--- src/rtl/demux_pkg.sv ---
// demux_pkg: shared constants for the 1-to-2 stream demultiplexer
package demux_pkg;
  localparam logic LANE_Y0 = 1'b0;
  localparam logic LANE_Y1 = 1'b1;
  localparam logic MODE_EXPLICIT = 1'b0;
  localparam logic MODE_ALT = 1'b1;
  localparam int DEF_WIDTH = 2;
  localparam int DEF_COUNT_W = 8;
endpackage

--- src/rtl/demux_lane_slot.sv ---
// demux_lane_slot: one-entry output lane register with free flag and beat counter
import demux_pkg::*;
module demux_lane_slot #(
  parameter int WIDTH = DEF_WIDTH,
  parameter int COUNT_W = DEF_COUNT_W
) (
  input  logic               clk,
  input  logic               rst,
  input  logic               fill,
  input  logic [WIDTH-1:0]   fill_data,
  input  logic               ready,
  output logic [WIDTH-1:0]   data,
  output logic               valid,
  output logic               free,
  output logic [COUNT_W-1:0] cnt
);
  assign free = !valid || ready;
  // fill takes priority so a drain and refill on the same edge leaves the slot full
  always_ff @(posedge clk or posedge rst) begin
    if (rst) begin
      data  <= '0;
      valid <= 1'b0;
      cnt   <= '0;
    end else if (fill) begin
      data  <= fill_data;
      valid <= 1'b1;
      cnt   <= cnt + 1'b1;
    end else if (ready) begin
      valid <= 1'b0;
    end
  end
endmodule

--- src/rtl/demux_1x2_stream.sv ---
// demux_1x2_stream: registered 1-to-2 stream demux with explicit or alternating lane select
import demux_pkg::*;
module demux_1x2_stream #(
  parameter int WIDTH = DEF_WIDTH,
  parameter int COUNT_W = DEF_COUNT_W
) (
  input  logic               clk,
  input  logic               rst,
  input  logic [WIDTH-1:0]   in_data,
  input  logic               in_valid,
  output logic               in_ready,
  input  logic               s,
  input  logic               mode,
  output logic [WIDTH-1:0]   y0_data,
  output logic               y0_valid,
  input  logic               y0_ready,
  output logic [WIDTH-1:0]   y1_data,
  output logic               y1_valid,
  input  logic               y1_ready,
  output logic [COUNT_W-1:0] cnt0,
  output logic [COUNT_W-1:0] cnt1
);
  logic ptr, tgt, free0, free1, acc;
  // target lane and acceptance; in_ready never depends on in_valid
  always_comb begin
    tgt = (mode == MODE_ALT) ? ptr : s;
    in_ready = !rst && ((tgt == LANE_Y1) ? free1 : free0);
    acc = in_valid && in_ready;
  end
  // alternating pointer advances only on beats accepted in alternate mode
  always_ff @(posedge clk or posedge rst) begin
    if (rst) ptr <= LANE_Y0;
    else if (acc && mode == MODE_ALT) ptr <= !ptr;
  end
  demux_lane_slot #(.WIDTH(WIDTH), .COUNT_W(COUNT_W)) u_lane0 (
    .clk(clk), .rst(rst), .fill(acc && tgt == LANE_Y0), .fill_data(in_data),
    .ready(y0_ready), .data(y0_data), .valid(y0_valid), .free(free0), .cnt(cnt0)
  );
  demux_lane_slot #(.WIDTH(WIDTH), .COUNT_W(COUNT_W)) u_lane1 (
    .clk(clk), .rst(rst), .fill(acc && tgt == LANE_Y1), .fill_data(in_data),
    .ready(y1_ready), .data(y1_data), .valid(y1_valid), .free(free1), .cnt(cnt1)
  );
endmodule
--- config.mk ---
export PLATFORM = sky130hd
export DESIGN_NAME = demux_1x2_stream
export DESIGN_NICKNAME = d
export VERILOG_FILES = /design/src/rtl/demux_pkg.sv /design/src/rtl/demux_lane_slot.sv /design/src/rtl/demux_1x2_stream.sv
export SDC_FILE = /design/constraint.sdc
export NUM_CORES = 1
export LEC_CHECK = 0
export ABC_AREA = 0
export BUFFER_PORTS_ARGS = -buffer_cell sky130_fd_sc_hd__buf_2
export CAP_MARGIN = 20
export CORE_MARGIN = 2
export CORE_UTILIZATION = 49
export DETAILED_ROUTE_END_ITERATION = 12
export HOLD_SLACK_MARGIN = 0.08
export PLACE_DENSITY_LB_ADDON = 0.25
export SLEW_MARGIN = 0
export SYNTH_ARGS = -nofsm -noshare
export SYNTH_HDL_FRONTEND = slang
export SYNTH_SLANG_ARGS = --single-unit
export TNS_END_PERCENT = 100
--- constraint.sdc ---
create_clock -name clk -period 1.6 [get_ports clk]
set_input_delay 0.08 -clock clk [delete_from_list [all_inputs] [get_ports clk]]
set_output_delay 0.08 -clock clk [all_outputs]
set_load 0.05 [all_outputs]
==> report_table.html, run 1 <==
<table>
<tr><th>Metric</th><th>Value</th></tr>
<tr><th colspan="2">Floorplanning</th></tr>
<tr><td>Area of the core region</td><td>1980 um^2</td></tr>
<tr><td>DIE AREA</td><td>2510 um^2</td></tr>
<tr><td>Floorplan row count</td><td>16</td></tr>
<tr><td>Height of the die</td><td>50.1 um</td></tr>
<tr><td>Top-Level Pins</td><td>32</td></tr>
<tr><td>Width of the chip</td><td>50.1 um</td></tr>
<tr><td>Initial cell density of the core</td><td>0.526</td></tr>
<tr><th colspan="2">Yosys</th></tr>
<tr><td>Synthesized flop and latch total</td><td>23</td></tr>
<tr><td>Mean post-synth cell area</td><td>11.2 um^2</td></tr>
<tr><td>Post-Syn Area</td><td>1040 um^2</td></tr>
<tr><td>Library cells used by synthesis</td><td>26</td></tr>
<tr><td>Synth Warn #</td><td>0</td></tr>
<tr><td>Instance count of the mapped netlist</td><td>93</td></tr>
<tr><td>Net Count, Synth</td><td>104</td></tr>
<tr><td>Proportion of synthesized chip area in sequential cells</td><td>0.552</td></tr>
<tr><th colspan="2">Route</th></tr>
<tr><td>Total detailed-routing wirelength</td><td>2.02 mm</td></tr>
<tr><td>Number of DRC markers in iteration 0</td><td>6</td></tr>
<tr><td>Routed wire per std cell</td><td>12.6 um</td></tr>
<tr><td>Count of nets left with antenna violations after detail routing</td><td>0</td></tr>
<tr><td>DR DRC count</td><td>0</td></tr>
<tr><td>Avg Vias per Cell</td><td>5.13</td></tr>
<tr><td>Number of optimization iterations in the first detailed-route pass</td><td>3</td></tr>
<tr><td>Vias</td><td>821</td></tr>
<tr><th colspan="2">Place</th></tr>
<tr><td>Total of buffers placed on input and output ports</td><td>31</td></tr>
<tr><td>Global placer's final weighted congestion</td><td>0.740</td></tr>
<tr><td>Placed instance count</td><td>152</td></tr>
<tr><td>Post-DP HPWL</td><td>1.49 mm</td></tr>
<tr><th colspan="2">Clocking</th></tr>
<tr><td>Root buf cell</td><td>clkbuf_4</td></tr>
<tr><td>Max Root-Sink Buffers</td><td>2</td></tr>
<tr><td>Maximum level of the CTS H-tree</td><td>1</td></tr>
<tr><td>Number of clock sinks</td><td>23</td></tr>
<tr><td>Post-CTS setup buffer count</td><td>0</td></tr>
<tr><td>Clock buffers created by TritonCTS</td><td>3</td></tr>
<tr><td>TritonCTS clock tree</td><td>built</td></tr>
<tr><td>Register clock-pin slew on the reported worst setup and hold paths</td><td>0.12 ns</td></tr>
<tr><td>Insertion delay to the later sink of the worst-skew pair</td><td>0.30 ns</td></tr>
<tr><th colspan="2">STA</th></tr>
<tr><td>Count of pins over their slew limit</td><td>0</td></tr>
<tr><td>Relative slew margins</td><td>0.756</td></tr>
<tr><td>Post-Route Hold Slack</td><td>0.106 ns</td></tr>
<tr><td>Fmax</td><td>643 MHz</td></tr>
<tr><td>Actual slew at the worst max-slew pin</td><td>0.365 ns</td></tr>
<tr><td>Share of the cycle needed by the critical path after routing</td><td>0.973</td></tr>
<tr><td>Clock period minus worst slack</td><td>1.56 ns</td></tr>
<tr><td>Clock skew</td><td>0.00279 ns</td></tr>
<tr><td>Final setup violation count</td><td>0</td></tr>
<tr><td>Final hold vios</td><td>0</td></tr>
<tr><th colspan="2">Power</th></tr>
<tr><td>Max IR drop VDD</td><td>1.00 mV</td></tr>
<tr><td>Standby leakage power</td><td>0.696 nW</td></tr>
<tr><td>PD cells</td><td>1610 nW/um^2</td></tr>
<tr><th colspan="2">Final layout</th></tr>
<tr><td>Non-filler instance count after layout</td><td>160</td></tr>
<tr><td>Count of filler cells inserted in the layout</td><td>165</td></tr>
<tr><td>Area growth syn-to-layout</td><td>26.5%</td></tr>
<tr><td>Number of nets in the finished design</td><td>145</td></tr>
<tr><td>Antenna diode instance count</td><td>0</td></tr>
<tr><td>Proportion of layout cells with a drive suffix above 1</td><td>0.338</td></tr>
<tr><th colspan="2">Setup path</th></tr>
<tr><td>Cell with the biggest individual delay on the critical path</td><td>dfrtp_1</td></tr>
<tr><td>Critical Path End Type</td><td>primary output</td></tr>
<tr><td>Worst Path Class, Setup</td><td>flop to primary output</td></tr>
<tr><td>Critical path destination</td><td>in_ready</td></tr>
<tr><td>CP top delay family</td><td>flip-flops</td></tr>
<tr><td>Worst path bufs/invs</td><td>1</td></tr>
<tr><td>Arr. time, crit path</td><td>1.48 ns</td></tr>
<tr><td>Number of cells on the worst reg-to-reg path</td><td>4</td></tr>
<tr><td>Critical Path Fanout Max</td><td>6</td></tr>
<tr><td>Critical path startpoint</td><td>ptr</td></tr>
<tr><td>Reg-to-Reg End</td><td>u_lane1.cnt[5]</td></tr>
<tr><td>CP cell instances</td><td>mux2i_4 -&gt; nor2_1 -&gt; a21oi_1 -&gt; nor2_1 -&gt; buf_4</td></tr>
<tr><td>R2R setup slack</td><td>0.12 ns</td></tr>
<tr><td>Reg-to-reg startpoint</td><td>u_lane1.valid</td></tr>
<tr><td>Data required time at the worst endpoint</td><td>1.52 ns</td></tr>
<tr><td>Top cell by count, worst path</td><td>nor2_1</td></tr>
<tr><td>Number of gates on the worst path with buffers counted</td><td>5</td></tr>
<tr><td>Startpoint type of the worst setup path</td><td>flop</td></tr>
<tr><td>Crit path largest cell delay</td><td>0.45 ns</td></tr>
<tr><th colspan="2">GRT</th></tr>
<tr><td>Overflow after GRT</td><td>0</td></tr>
<tr><td>Number of antenna violations at the first check in global routing</td><td>0</td></tr>
<tr><td>Pin count of the biggest net entering global routing</td><td>13</td></tr>
<tr><td>Vias in the first global route</td><td>789</td></tr>
<tr><td>Global-route wire length before repair</td><td>3.40 mm</td></tr>
<tr><td>GR Util All Layers</td><td>0.180</td></tr>
<tr><th colspan="2">Outcome</th></tr>
<tr><td>Outcome</td><td>finished clean</td></tr>
<tr><th colspan="2">Hold path</th></tr>
<tr><td>Worst hold path type</td><td>input port to flop</td></tr>
<tr><th colspan="2">Run</th></tr>
<tr><td>Number of max-cap violations</td><td>0</td></tr>
</table>
[layer usage]
metal	vias up	GRT usage	wire length, um
met3	4	0.0212	79
met5	-	0	0
met4	0	0.0833	44
met1	401	0.231	876
met2	21	0.300	1010
li1	395	-	-
[repair_timing]
item,in CTS,in global routing
setup endpoints to repair,0,6
endpoints found under the hold margin,28,0
hold buffers,4,0
resized for setup,0,4
[synthesized netlist by cell type, drive strengths merged]
cell type	n	area [um^2]
xnor2	11	104
inv	1	3.75
and3	3	18.8
nand3	2	10.0
dfrtp	23	576
and4	1	8.76
nand4	6	37.5
nor4	1	12.5
nor3b	1	12.5
buf	1	7.51
a31oi	1	6.26
nand2b	1	6.26
mux2i	1	13.8
a41oi	1	8.76
nor3	1	5.00
xor2	3	26.3
nor2	2	7.51
or2b	1	7.51
and2b	1	8.76
nor2b	1	6.26
nand2	25	93.8
or3	1	11.3
ha	2	25.0
nand3b	1	20.0
a21oi	1	5.00
[report_power, final]
part	internal, mW	total, mW	leakage, nW	switching [mW]
registers	0.727	0.894	0.296	0.167
logic	0.251	0.966	0.385	0.715
clock network	0.0972	0.264	0.0150	0.166
[area by class of cell]
type | count | area, um^2 | area share
clock buffers | 4 | 26.3 | 0.0199
well taps | 27 | 33.8 | 0.0256
repair buffers | 37 | 213 | 0.161
multi-input cells | 68 | 465 | 0.353
inverters | 1 | 3.75 | 0.00285
flip-flops and latches | 23 | 577 | 0.437
[cells by family (layout without fill, tap and decap cells)]
family,after synthesis,after routing,synth area share
xor gates and xnor gates,14,14,0.125
buffers and inverters,2,42,0.0108
DFF,23,23,0.552
and+or+nand+nor,48,48,0.256
muxes,1,1,0.0132
AOI/OAI and AO/OA,3,3,0.0192
adders and majority gates,2,2,0.0240
[stage by stage]
step                      setup TNS, ns  setup slack [ns]  area, um^2  power [mW]   util
final                                 0            0.0440        1320        2.12  0.665
after global routing            -0.0355           -0.0355        1320        2.24  0.665
after CTS                             0            0.0132        1310        2.12  0.659
after detailed placement              0            0.0661        1240        1.86  0.626
after global placement                0             0.156        1240        1.83  0.626
after floorplan                       0            0.0296        1040        1.62      -
[sequential cells by signal (all words and copies together), names as in the netlist]
name           cells
u_lane1.data       2
u_lane1.cnt        8
u_lane0.cnt        8
ptr                1
u_lane0.data       2
u_lane1.valid      1
u_lane0.valid      1
[cell usage in the layout, fill, tap and decap left out, types with 2 or more instances in the layout]
cell,Yosys,final
buf_2,0,30
nand2_1,25,25
dfrtp_1,23,22
xnor2_1,10,10
nand4_1,6,6
dlygate4sd3_1,0,4
xor2_1,3,3
clkbuf_4,0,3
buf_4,1,3
nand3_1,2,2
and3_1,3,2
nor2_1,2,2
ha_1,2,2
[how the worst min path moves through the flow]
stage / endpoint / from / depth (start not counted) / slack [ns]
4_1_cts: ptr / mode / 3 / 0.10
2_1_floorplan: ptr / rst / 1 / 0.08
5_1_grt: u_lane0.valid / y0_ready / 3 / 0.13
6_report: u_lane0.valid / y0_ready / 3 / 0.11
3_5_place_dp: u_lane0.data[1] / rst / 3 / 0.12
3_3_place_gp: u_lane0.valid / rst / 3 / 0.10
[worst reg2reg max path: stages, from the launching register on]
cell and delay, ns:
dfrtp_2 0.42, or2b_1 0.24, nand3b_4 0.16, or3_4 0.43
xnor2_2 0.13
No activity file was read; power rests on OpenSTA's default activity.
==> run 2: changes to the inputs <==
--- a/config.mk
+++ b/config.mk
@@ -9,7 +9,8 @@
 export BUFFER_PORTS_ARGS = -buffer_cell sky130_fd_sc_hd__buf_2
 export CAP_MARGIN = 20
 export CORE_MARGIN = 2
-export CORE_UTILIZATION = 49
+export CORE_UTILIZATION = 41
+export CTS_CLUSTER_DIAMETER = 50
 export DETAILED_ROUTE_END_ITERATION = 12
 export HOLD_SLACK_MARGIN = 0.08
 export PLACE_DENSITY_LB_ADDON = 0.25
==> report_table.html, run 2 (synthesis gave the netlist of run 1 again) <==
<table>
<tr><th>Metric</th><th>Value</th></tr>
<tr><th colspan="2">Floorplanning</th></tr>
<tr><td>Floorplan row count</td><td>18 (+2)</td></tr>
<tr><td>Height of the die</td><td>54.4 um (+8.6%)</td></tr>
<tr><td>Top-Level Pins</td><td>32 (unchanged)</td></tr>
<tr><td>Width of the chip</td><td>54.4 um (+8.6%)</td></tr>
<tr><td>Initial cell density of the core</td><td>0.428 (-0.0974)</td></tr>
<tr><td>Area of the core region</td><td>2430 um^2 (+23%)</td></tr>
<tr><td>DIE AREA</td><td>2960 um^2 (+18%)</td></tr>
<tr><th colspan="2">Setup path</th></tr>
<tr><td>Cell with the biggest individual delay on the critical path</td><td>dlygate4sd3_1</td></tr>
<tr><td>Arr. time, crit path</td><td>1.71 ns (+0.23 ns)</td></tr>
<tr><td>CP top delay family</td><td>simple AND/OR/NAND/NOR gates</td></tr>
<tr><td>Crit path largest cell delay</td><td>0.53 ns (+0.08 ns)</td></tr>
<tr><td>Startpoint type of the worst setup path</td><td>input port</td></tr>
<tr><td>Worst Path Class, Setup</td><td>input port to flop</td></tr>
<tr><td>Critical Path End Type</td><td>flop</td></tr>
<tr><td>CP cell instances</td><td>dlygate4sd3_1 -&gt; buf_2 -&gt; and2b_2 -&gt; nand3b_4 -&gt; or3_4 -&gt; xnor2_2</td></tr>
<tr><td>Data required time at the worst endpoint</td><td>1.80 ns (+0.28 ns)</td></tr>
<tr><td>Worst path bufs/invs</td><td>2 (+1)</td></tr>
<tr><td>Critical Path Fanout Max</td><td>8 (+2)</td></tr>
<tr><th colspan="2">Power</th></tr>
<tr><td>Post-layout power</td><td>2.11 mW (-0.65%)</td></tr>
<tr><td>Standby leakage power</td><td>0.700 nW (+0.48%)</td></tr>
<tr><td>PD cells</td><td>1600 nW/um^2 (-0.94%)</td></tr>
<tr><td>Fraction of power consumed by sequential logic</td><td>0.424 (+0.003)</td></tr>
<tr><td>Clock share of power</td><td>0.126 (+0.002)</td></tr>
<tr><td>Max IR drop VDD</td><td>0.876 mV (-12%)</td></tr>
<tr><td>Internal Dissipation</td><td>1.07 mW (-0.41%)</td></tr>
<tr><td>Switching Share</td><td>0.492 (-0.00125)</td></tr>
<tr><td>Switching power</td><td>1.04 mW (-0.91%)</td></tr>
<tr><td>Combinational Power Share</td><td>0.451 (-0.004)</td></tr>
<tr><th colspan="2">GRT</th></tr>
<tr><td>Vias in the first global route</td><td>720 (-8.7%)</td></tr>
<tr><td>Global-route wire length before repair</td><td>3.07 mm (-9.7%)</td></tr>
<tr><td>Number of antenna violations at the first check in global routing</td><td>0 (unchanged)</td></tr>
<tr><td>Overflow after GRT</td><td>0 (unchanged)</td></tr>
<tr><td>GR Util All Layers</td><td>0.143 (-0.0367)</td></tr>
<tr><td>Pin count of the biggest net entering global routing</td><td>24 (+11)</td></tr>
<tr><th colspan="2">Final layout</th></tr>
<tr><td>Antenna diode instance count</td><td>0 (unchanged)</td></tr>
<tr><td>Registers with the most flip-flops</td><td>u_lane0.cnt: 8 flops, u_lane1.cnt: 8 flops</td></tr>
<tr><td>Commonest non-fill, non-tap cell in the layout</td><td>buf_2</td></tr>
<tr><td>Number of nets in the finished design</td><td>145 (unchanged)</td></tr>
<tr><td>Most frequent cells in the layout</td><td>buf_2, nand2_1, dfrtp_1, xnor2_1, nand4_1</td></tr>
<tr><td>Proportion of layout cells with a drive suffix above 1</td><td>0.338 (unchanged)</td></tr>
<tr><td>Area growth syn-to-layout</td><td>26.9%</td></tr>
<tr><th colspan="2">Place</th></tr>
<tr><td>Post-DP HPWL</td><td>1.46 mm (-2.2%)</td></tr>
<tr><td>Total of buffers placed on input and output ports</td><td>31 (unchanged)</td></tr>
<tr><td>Global placer's final weighted congestion</td><td>0.729 (-1.5%)</td></tr>
<tr><th colspan="2">STA</th></tr>
<tr><td>Final hold vios</td><td>0 (unchanged)</td></tr>
<tr><td>Clock skew</td><td>0.00368 ns (+0.000894 ns)</td></tr>
<tr><td>Clock period minus worst slack</td><td>1.51 ns (-0.0480 ns)</td></tr>
<tr><td>Actual slew at the worst max-slew pin</td><td>0.292 ns (-0.0733 ns)</td></tr>
<tr><td>Final setup violation count</td><td>0 (unchanged)</td></tr>
<tr><td>Count of pins over their slew limit</td><td>0 (unchanged)</td></tr>
<tr><td>Unrepaired setup endpoints after global routing</td><td>false</td></tr>
<tr><td>Relative slew margins</td><td>0.806 (+0.0499)</td></tr>
<tr><td>Share of the cycle needed by the critical path after routing</td><td>0.943 (-0.0300)</td></tr>
<tr><td>Post-Route Hold Slack</td><td>0.118 ns (+0.0121 ns)</td></tr>
<tr><td>Final sum of negative setup slack</td><td>0 ns (unchanged)</td></tr>
<tr><td>Fmax</td><td>663 MHz (+3.2%)</td></tr>
<tr><th colspan="2">Clocking</th></tr>
<tr><td>Number of clock sinks</td><td>23 (unchanged)</td></tr>
<tr><td>TritonCTS clock tree</td><td>built</td></tr>
<tr><td>Insertion delay to the later sink of the worst-skew pair</td><td>0.30 ns (about the same)</td></tr>
<tr><td>Root buf cell</td><td>clkbuf_4</td></tr>
<tr><td>Post-CTS setup buffer count</td><td>0 (unchanged)</td></tr>
<tr><td>Maximum level of the CTS H-tree</td><td>1 (unchanged)</td></tr>
<tr><td>Clock buffers created by TritonCTS</td><td>3 (unchanged)</td></tr>
<tr><td>Register clock-pin slew on the reported worst setup and hold paths</td><td>0.13 ns (about the same)</td></tr>
<tr><td>Max Root-Sink Buffers</td><td>2 (unchanged)</td></tr>
<tr><th colspan="2">Run</th></tr>
<tr><td>Number of max-cap violations</td><td>0 (unchanged)</td></tr>
<tr><th colspan="2">Route</th></tr>
<tr><td>Vias</td><td>799 (-2.7%)</td></tr>
<tr><td>Avg Vias per Cell</td><td>4.90 (-4.5%)</td></tr>
<tr><td>Number of DRC markers in iteration 0</td><td>9 (+3)</td></tr>
<tr><td>DR DRC count</td><td>0 (unchanged)</td></tr>
<tr><td>Total detailed-routing wirelength</td><td>1.91 mm (-5.4%)</td></tr>
<tr><td>Count of nets left with antenna violations after detail routing</td><td>0 (unchanged)</td></tr>
<tr><td>Number of optimization iterations in the first detailed-route pass</td><td>4 (+1)</td></tr>
<tr><td>Routed wire per std cell</td><td>11.7 um (-7.2%)</td></tr>
<tr><th colspan="2">Outcome</th></tr>
<tr><td>Outcome</td><td>finished clean</td></tr>
<tr><th colspan="2">Hold path</th></tr>
<tr><td>Worst hold path type</td><td>input port to flop</td></tr>
</table>
==> run 2: cell types whose count changed in the layout (fill, tap and decap cells not counted) <==
cell	before	now
buf_4	3	2
clkinv_2	0	1
and3_1	2	3
clkbuf_4	3	4
clkbuf_1	1	0
and3_2	1	0
==> run 2: path summary, 6_finish.rpt <==
| check | depth (start not counted) | start | end | slack, ns |
|---|---|---|---|---|
| max in group asynchronous | 4 | rst | u_lane1.valid | 1.00 |
| worst max-delay path | 6 | rst | u_lane1.cnt[5] | 0.09 |
| min in group asynchronous | 4 | rst | ptr | 0.36 |
| worst max register to register | 4 | u_lane1.valid | u_lane1.cnt[5] | 0.14 |
| worst min register to register | 1 | u_lane0.cnt[7] | u_lane0.cnt[7] | 0.47 |
| worst min-delay path | 3 | mode | ptr | 0.12 |
==> run 2: cell type report <==
cell class | count | area, um^2
Inverter | 1 | 3.75
Timing Repair Buffer | 37 | 213
Clock inverter | 1 | 5.00
Sequential cell | 23 | 577
Clock buffer | 3 | 22.5
Fill cell | 233 | 1110
Multi-Input combinational cell | 68 | 464
Tap cell | 30 | 37.5
==> run 2: repair_timing <==
item	4_1_cts	5_1_grt
endpoints found under the setup margin	0	6
hold buffers	4	0
resized for setup	0	2
endpoints found under the hold margin	28	0
==> run 2: stage by stage <==
| stage | instances | utilization | area [um^2] | setup slack (ns) |
|---|---|---|---|---|
| after floorplan | 93 | - | 1040 | 0.0296 |
| after global placement | 155 | 0.511 | 1240 | 0.149 |
| after detailed placement | 155 | 0.511 | 1240 | 0.108 |
| after CTS | 163 | 0.539 | 1310 | 0.0187 |
| after global routing | 163 | 0.544 | 1320 | 0.0107 |
| final | 163 | 0.544 | 1320 | 0.0920 |
==> run 2: per-layer routing <==
layer,vias to the layer above,GRT usage,share of wire
met1,378,0.189,0.46
li1,396,-,-
met5,-,0,0
met2,23,0.235,0.47
met3,2,0.0246,0.058
met4,0,0.0500,0.0079
==> run 2: worst min-delay path, cell delays in order <==
cell	delay (ns)
buf_2	0.13
a31oi_1	0.13
a41oi_1	0.05
==> run 2: power groups by stage <==
stage	logic, mW	registers (mW)	clock network [mW]
2_1_floorplan	0.250	1.37	0
3_3_place_gp	0.945	0.895	0
3_5_place_dp	0.944	0.907	0
4_1_cts	0.954	0.895	0.279
5_1_grt	1.02	0.923	0.303
6_report	0.951	0.894	0.265
==> run 3: changes to the inputs <==
--- a/config.mk
+++ b/config.mk
@@ -14,6 +14,7 @@
 export DETAILED_ROUTE_END_ITERATION = 12
 export HOLD_SLACK_MARGIN = 0.08
 export PLACE_DENSITY_LB_ADDON = 0.25
+export RECOVER_POWER = 100
 export SLEW_MARGIN = 0
 export SYNTH_ARGS = -nofsm -noshare
 export SYNTH_HDL_FRONTEND = slang
==> report_table.html, run 3 (synthesis gave the netlist of run 1 again) <==
<table>
<tr><th>Metric</th><th>Value</th></tr>
<tr><th colspan="2">Outcome</th></tr>
<tr><td>Outcome</td><td>finished clean</td></tr>
<tr><th colspan="2">Final layout</th></tr>
<tr><td>Proportion of layout cells with a drive suffix above 1</td><td>0.150 (-0.188)</td></tr>
<tr><td>Number of nets in the finished design</td><td>145 (unchanged)</td></tr>
<tr><td>Most frequent cells in the layout</td><td>nand2_1, clkbuf_1, dfrtp_1, xnor2_1, buf_2</td></tr>
<tr><td>Count of filler cells inserted in the layout</td><td>246 (+5.6%)</td></tr>
<tr><td>Commonest non-fill, non-tap cell in the layout</td><td>nand2_1</td></tr>
<tr><td>Registers with the most flip-flops</td><td>u_lane0.cnt: 8 flops, u_lane1.cnt: 8 flops</td></tr>
<tr><td>Area growth syn-to-layout</td><td>22.6%</td></tr>
<tr><td>Non-filler instance count after layout</td><td>163 (unchanged)</td></tr>
<tr><td>Antenna diode instance count</td><td>0 (unchanged)</td></tr>
<tr><th colspan="2">Setup path</th></tr>
<tr><td>R2R setup slack</td><td>0.12 ns (-0.02 ns)</td></tr>
<tr><td>Arr. time, crit path</td><td>1.73 ns (+0.02 ns)</td></tr>
<tr><td>Critical Path End Type</td><td>flop</td></tr>
<tr><td>Reg-to-Reg End</td><td>u_lane1.cnt[5]</td></tr>
<tr><td>Critical Path Fanout Max</td><td>8 (unchanged)</td></tr>
<tr><td>Startpoint type of the worst setup path</td><td>input port</td></tr>
<tr><td>Worst Path Class, Setup</td><td>input port to flop</td></tr>
<tr><td>Number of cells on the worst reg-to-reg path</td><td>4 (unchanged)</td></tr>
<tr><td>Reg-to-reg startpoint</td><td>u_lane1.valid</td></tr>
<tr><td>Data required time at the worst endpoint</td><td>1.80 ns (about the same)</td></tr>
<tr><th colspan="2">STA</th></tr>
<tr><td>Final hold vios</td><td>0 (unchanged)</td></tr>
<tr><td>Final sum of negative setup slack</td><td>0 ns (unchanged)</td></tr>
<tr><td>Actual slew at the worst max-slew pin</td><td>0.604 ns (+0.312 ns)</td></tr>
<tr><td>Share of the cycle needed by the critical path after routing</td><td>0.956 (+0.0132)</td></tr>
<tr><td>Post-Route Hold Slack</td><td>0.119 ns (+0.00124 ns)</td></tr>
<tr><td>Unrepaired setup endpoints after global routing</td><td>false</td></tr>
<tr><td>Count of pins over their slew limit</td><td>0 (unchanged)</td></tr>
<tr><td>Fmax</td><td>654 MHz (-1.4%)</td></tr>
<tr><td>Clock skew</td><td>0.00354 ns (-0.000141 ns)</td></tr>
<tr><td>Relative slew margins</td><td>0.599 (-0.206)</td></tr>
<tr><td>Final setup violation count</td><td>0 (unchanged)</td></tr>
<tr><td>Clock period minus worst slack</td><td>1.53 ns (+0.0211 ns)</td></tr>
<tr><th colspan="2">GRT</th></tr>
<tr><td>Pin count of the biggest net entering global routing</td><td>24 (unchanged)</td></tr>
<tr><td>Global-route wire length before repair</td><td>3.07 mm (unchanged)</td></tr>
<tr><td>Number of antenna violations at the first check in global routing</td><td>0 (unchanged)</td></tr>
<tr><td>Met1 Usage GRT</td><td>0.189 (unchanged)</td></tr>
<tr><td>Vias in the first global route</td><td>720 (unchanged)</td></tr>
<tr><td>Global-route met2 utilization</td><td>0.235 (unchanged)</td></tr>
<tr><td>GR Util All Layers</td><td>0.143 (unchanged)</td></tr>
<tr><td>Global routing's busiest layer</td><td>met2</td></tr>
<tr><td>Overflow after GRT</td><td>0 (unchanged)</td></tr>
<tr><td>Met3 Use GR</td><td>0.0246 (unchanged)</td></tr>
<tr><th colspan="2">Hold path</th></tr>
<tr><td>Number of cells on the worst hold path</td><td>3 (unchanged)</td></tr>
<tr><td>Worst hold path type</td><td>input port to flop</td></tr>
<tr><td>Beginning of the worst hold path</td><td>mode</td></tr>
<tr><td>Worst hold path endpoint</td><td>ptr</td></tr>
<tr><th colspan="2">Clocking</th></tr>
<tr><td>Root buf cell</td><td>clkbuf_4</td></tr>
<tr><td>Number of clock sinks</td><td>23 (unchanged)</td></tr>
<tr><td>Register clock-pin slew on the reported worst setup and hold paths</td><td>0.13 ns (about the same)</td></tr>
<tr><td>Insertion delay to the later sink of the worst-skew pair</td><td>0.30 ns (about the same)</td></tr>
<tr><td>Max Root-Sink Buffers</td><td>2 (unchanged)</td></tr>
<tr><td>TritonCTS clock tree</td><td>built</td></tr>
<tr><td>Clock buffers created by TritonCTS</td><td>3 (unchanged)</td></tr>
<tr><td>Maximum level of the CTS H-tree</td><td>1 (unchanged)</td></tr>
<tr><th colspan="2">Floorplanning</th></tr>
<tr><td>Width of the chip</td><td>54.4 um (unchanged)</td></tr>
<tr><td>Top-Level Pins</td><td>32 (unchanged)</td></tr>
<tr><td>Height of the die</td><td>54.4 um (unchanged)</td></tr>
<tr><td>Initial cell density of the core</td><td>0.428 (unchanged)</td></tr>
<tr><td>Area of the core region</td><td>2430 um^2 (unchanged)</td></tr>
<tr><td>Floorplan row count</td><td>18 (unchanged)</td></tr>
<tr><td>DIE AREA</td><td>2960 um^2 (unchanged)</td></tr>
<tr><th colspan="2">Power</th></tr>
<tr><td>PD cells</td><td>1620 nW/um^2 (+1.4%)</td></tr>
<tr><td>Internal Dissipation</td><td>1.03 mW (-4.0%)</td></tr>
<tr><td>Clock share of power</td><td>0.128 (+0.002)</td></tr>
<tr><td>Fraction of power consumed by sequential logic</td><td>0.434 (+0.010)</td></tr>
<tr><td>Combinational Power Share</td><td>0.438 (-0.013)</td></tr>
<tr><td>Standby leakage power</td><td>0.612 nW (-13%)</td></tr>
<tr><td>Max IR drop VDD</td><td>0.845 mV (-3.6%)</td></tr>
<tr><td>Switching power</td><td>1.04 mW (about the same)</td></tr>
<tr><td>Switching Share</td><td>0.503 (+0.0103)</td></tr>
<tr><th colspan="2">Route</th></tr>
<tr><td>Avg Vias per Cell</td><td>4.92 (+0.38%)</td></tr>
<tr><td>DR DRC count</td><td>0 (unchanged)</td></tr>
<tr><td>Number of DRC markers in iteration 0</td><td>11 (+2)</td></tr>
<tr><td>Vias</td><td>802 (+0.38%)</td></tr>
<tr><td>Count of nets left with antenna violations after detail routing</td><td>0 (unchanged)</td></tr>
<tr><td>Routed wire per std cell</td><td>11.8 um (+0.63%)</td></tr>
<tr><td>Number of optimization iterations in the first detailed-route pass</td><td>4 (unchanged)</td></tr>
<tr><td>Total detailed-routing wirelength</td><td>1.92 mm (+0.63%)</td></tr>
<tr><th colspan="2">Place</th></tr>
<tr><td>Placed instance count</td><td>155 (unchanged)</td></tr>
<tr><td>Post-DP HPWL</td><td>1.46 mm (unchanged)</td></tr>
<tr><td>Global placer's final weighted congestion</td><td>0.729 (unchanged)</td></tr>
<tr><td>Total of buffers placed on input and output ports</td><td>31 (unchanged)</td></tr>
<tr><th colspan="2">Run</th></tr>
<tr><td>Number of max-cap violations</td><td>0 (unchanged)</td></tr>
</table>
==> run 3: changes by cell type in the layout (fill, tap and decap cells not counted), sizes merged <==
cell | before | now
buf | 32 | 8
clkbuf | 4 | 28
==> run 3: timing repair <==
item / in CTS / in global routing
setup buffers: 0 / 0
setup endpoints to repair: 0 / 6
hold buffers: 4 / 0
gates resized for setup: 0 / 2
hold endpoints to repair: 28 / 0
==> run 3: through the flow <==
stage                     total power, mW  worst slack (ns)  area, um^2  utilization
final                                2.07            0.0709        1280        0.525
after global routing                 2.20            0.0107        1280        0.525
after CTS                            2.13            0.0187        1310        0.539
after detailed placement             1.85             0.108        1240        0.511
after global placement               1.84             0.149        1240        0.511
after floorplan                      1.62            0.0296        1040            -
==> run 3: per-layer routing <==
metal	part of all wire	up-vias
met3	0.054	2
met5	0	-
met2	0.46	23
met1	0.47	379
li1	-	398
met4	0.0078	0
==> run 3: worst max path at each step <==
stage | from | cells past startpoint | endpoint
3_5_place_dp | ptr | 4 | u_lane0.cnt[7]
4_1_cts | ptr | 4 | in_ready
2_1_floorplan | u_lane0.valid | 3 | in_ready
6_report | rst | 6 | u_lane1.cnt[5]
5_1_grt | ptr | 5 | in_ready
3_3_place_gp | ptr | 4 | u_lane0.cnt[7]
==> run 3: cell type report <==
class	instances	area [um^2]	area share
Inverter	1	3.75	0.00294
Clock inverter	1	5.00	0.00392
Multi-Input combinational cell	68	453	0.355
Timing Repair Buffer	37	179	0.140
Clock buffer	3	22.5	0.0176
Sequential cell	23	577	0.452
Tap cell	30	37.5	0.0294
==> run 3: critical path, stage by stage <==
cell	delay (ns)
dlygate4sd3_1	0.53
buf_2	0.13
and2b_2	0.28
nand3b_4	0.13
or3_1	0.43
xnor2_2	0.14
==> run 3: power groups by stage <==
stage / Sequential (mW) / Combinational, mW / Clock (mW)
2_1_floorplan: 1.37 / 0.250 / 0
3_3_place_gp: 0.895 / 0.945 / 0
3_5_place_dp: 0.907 / 0.944 / 0
4_1_cts: 0.895 / 0.954 / 0.279
5_1_grt: 0.927 / 0.971 / 0.303
6_report: 0.897 / 0.906 / 0.264
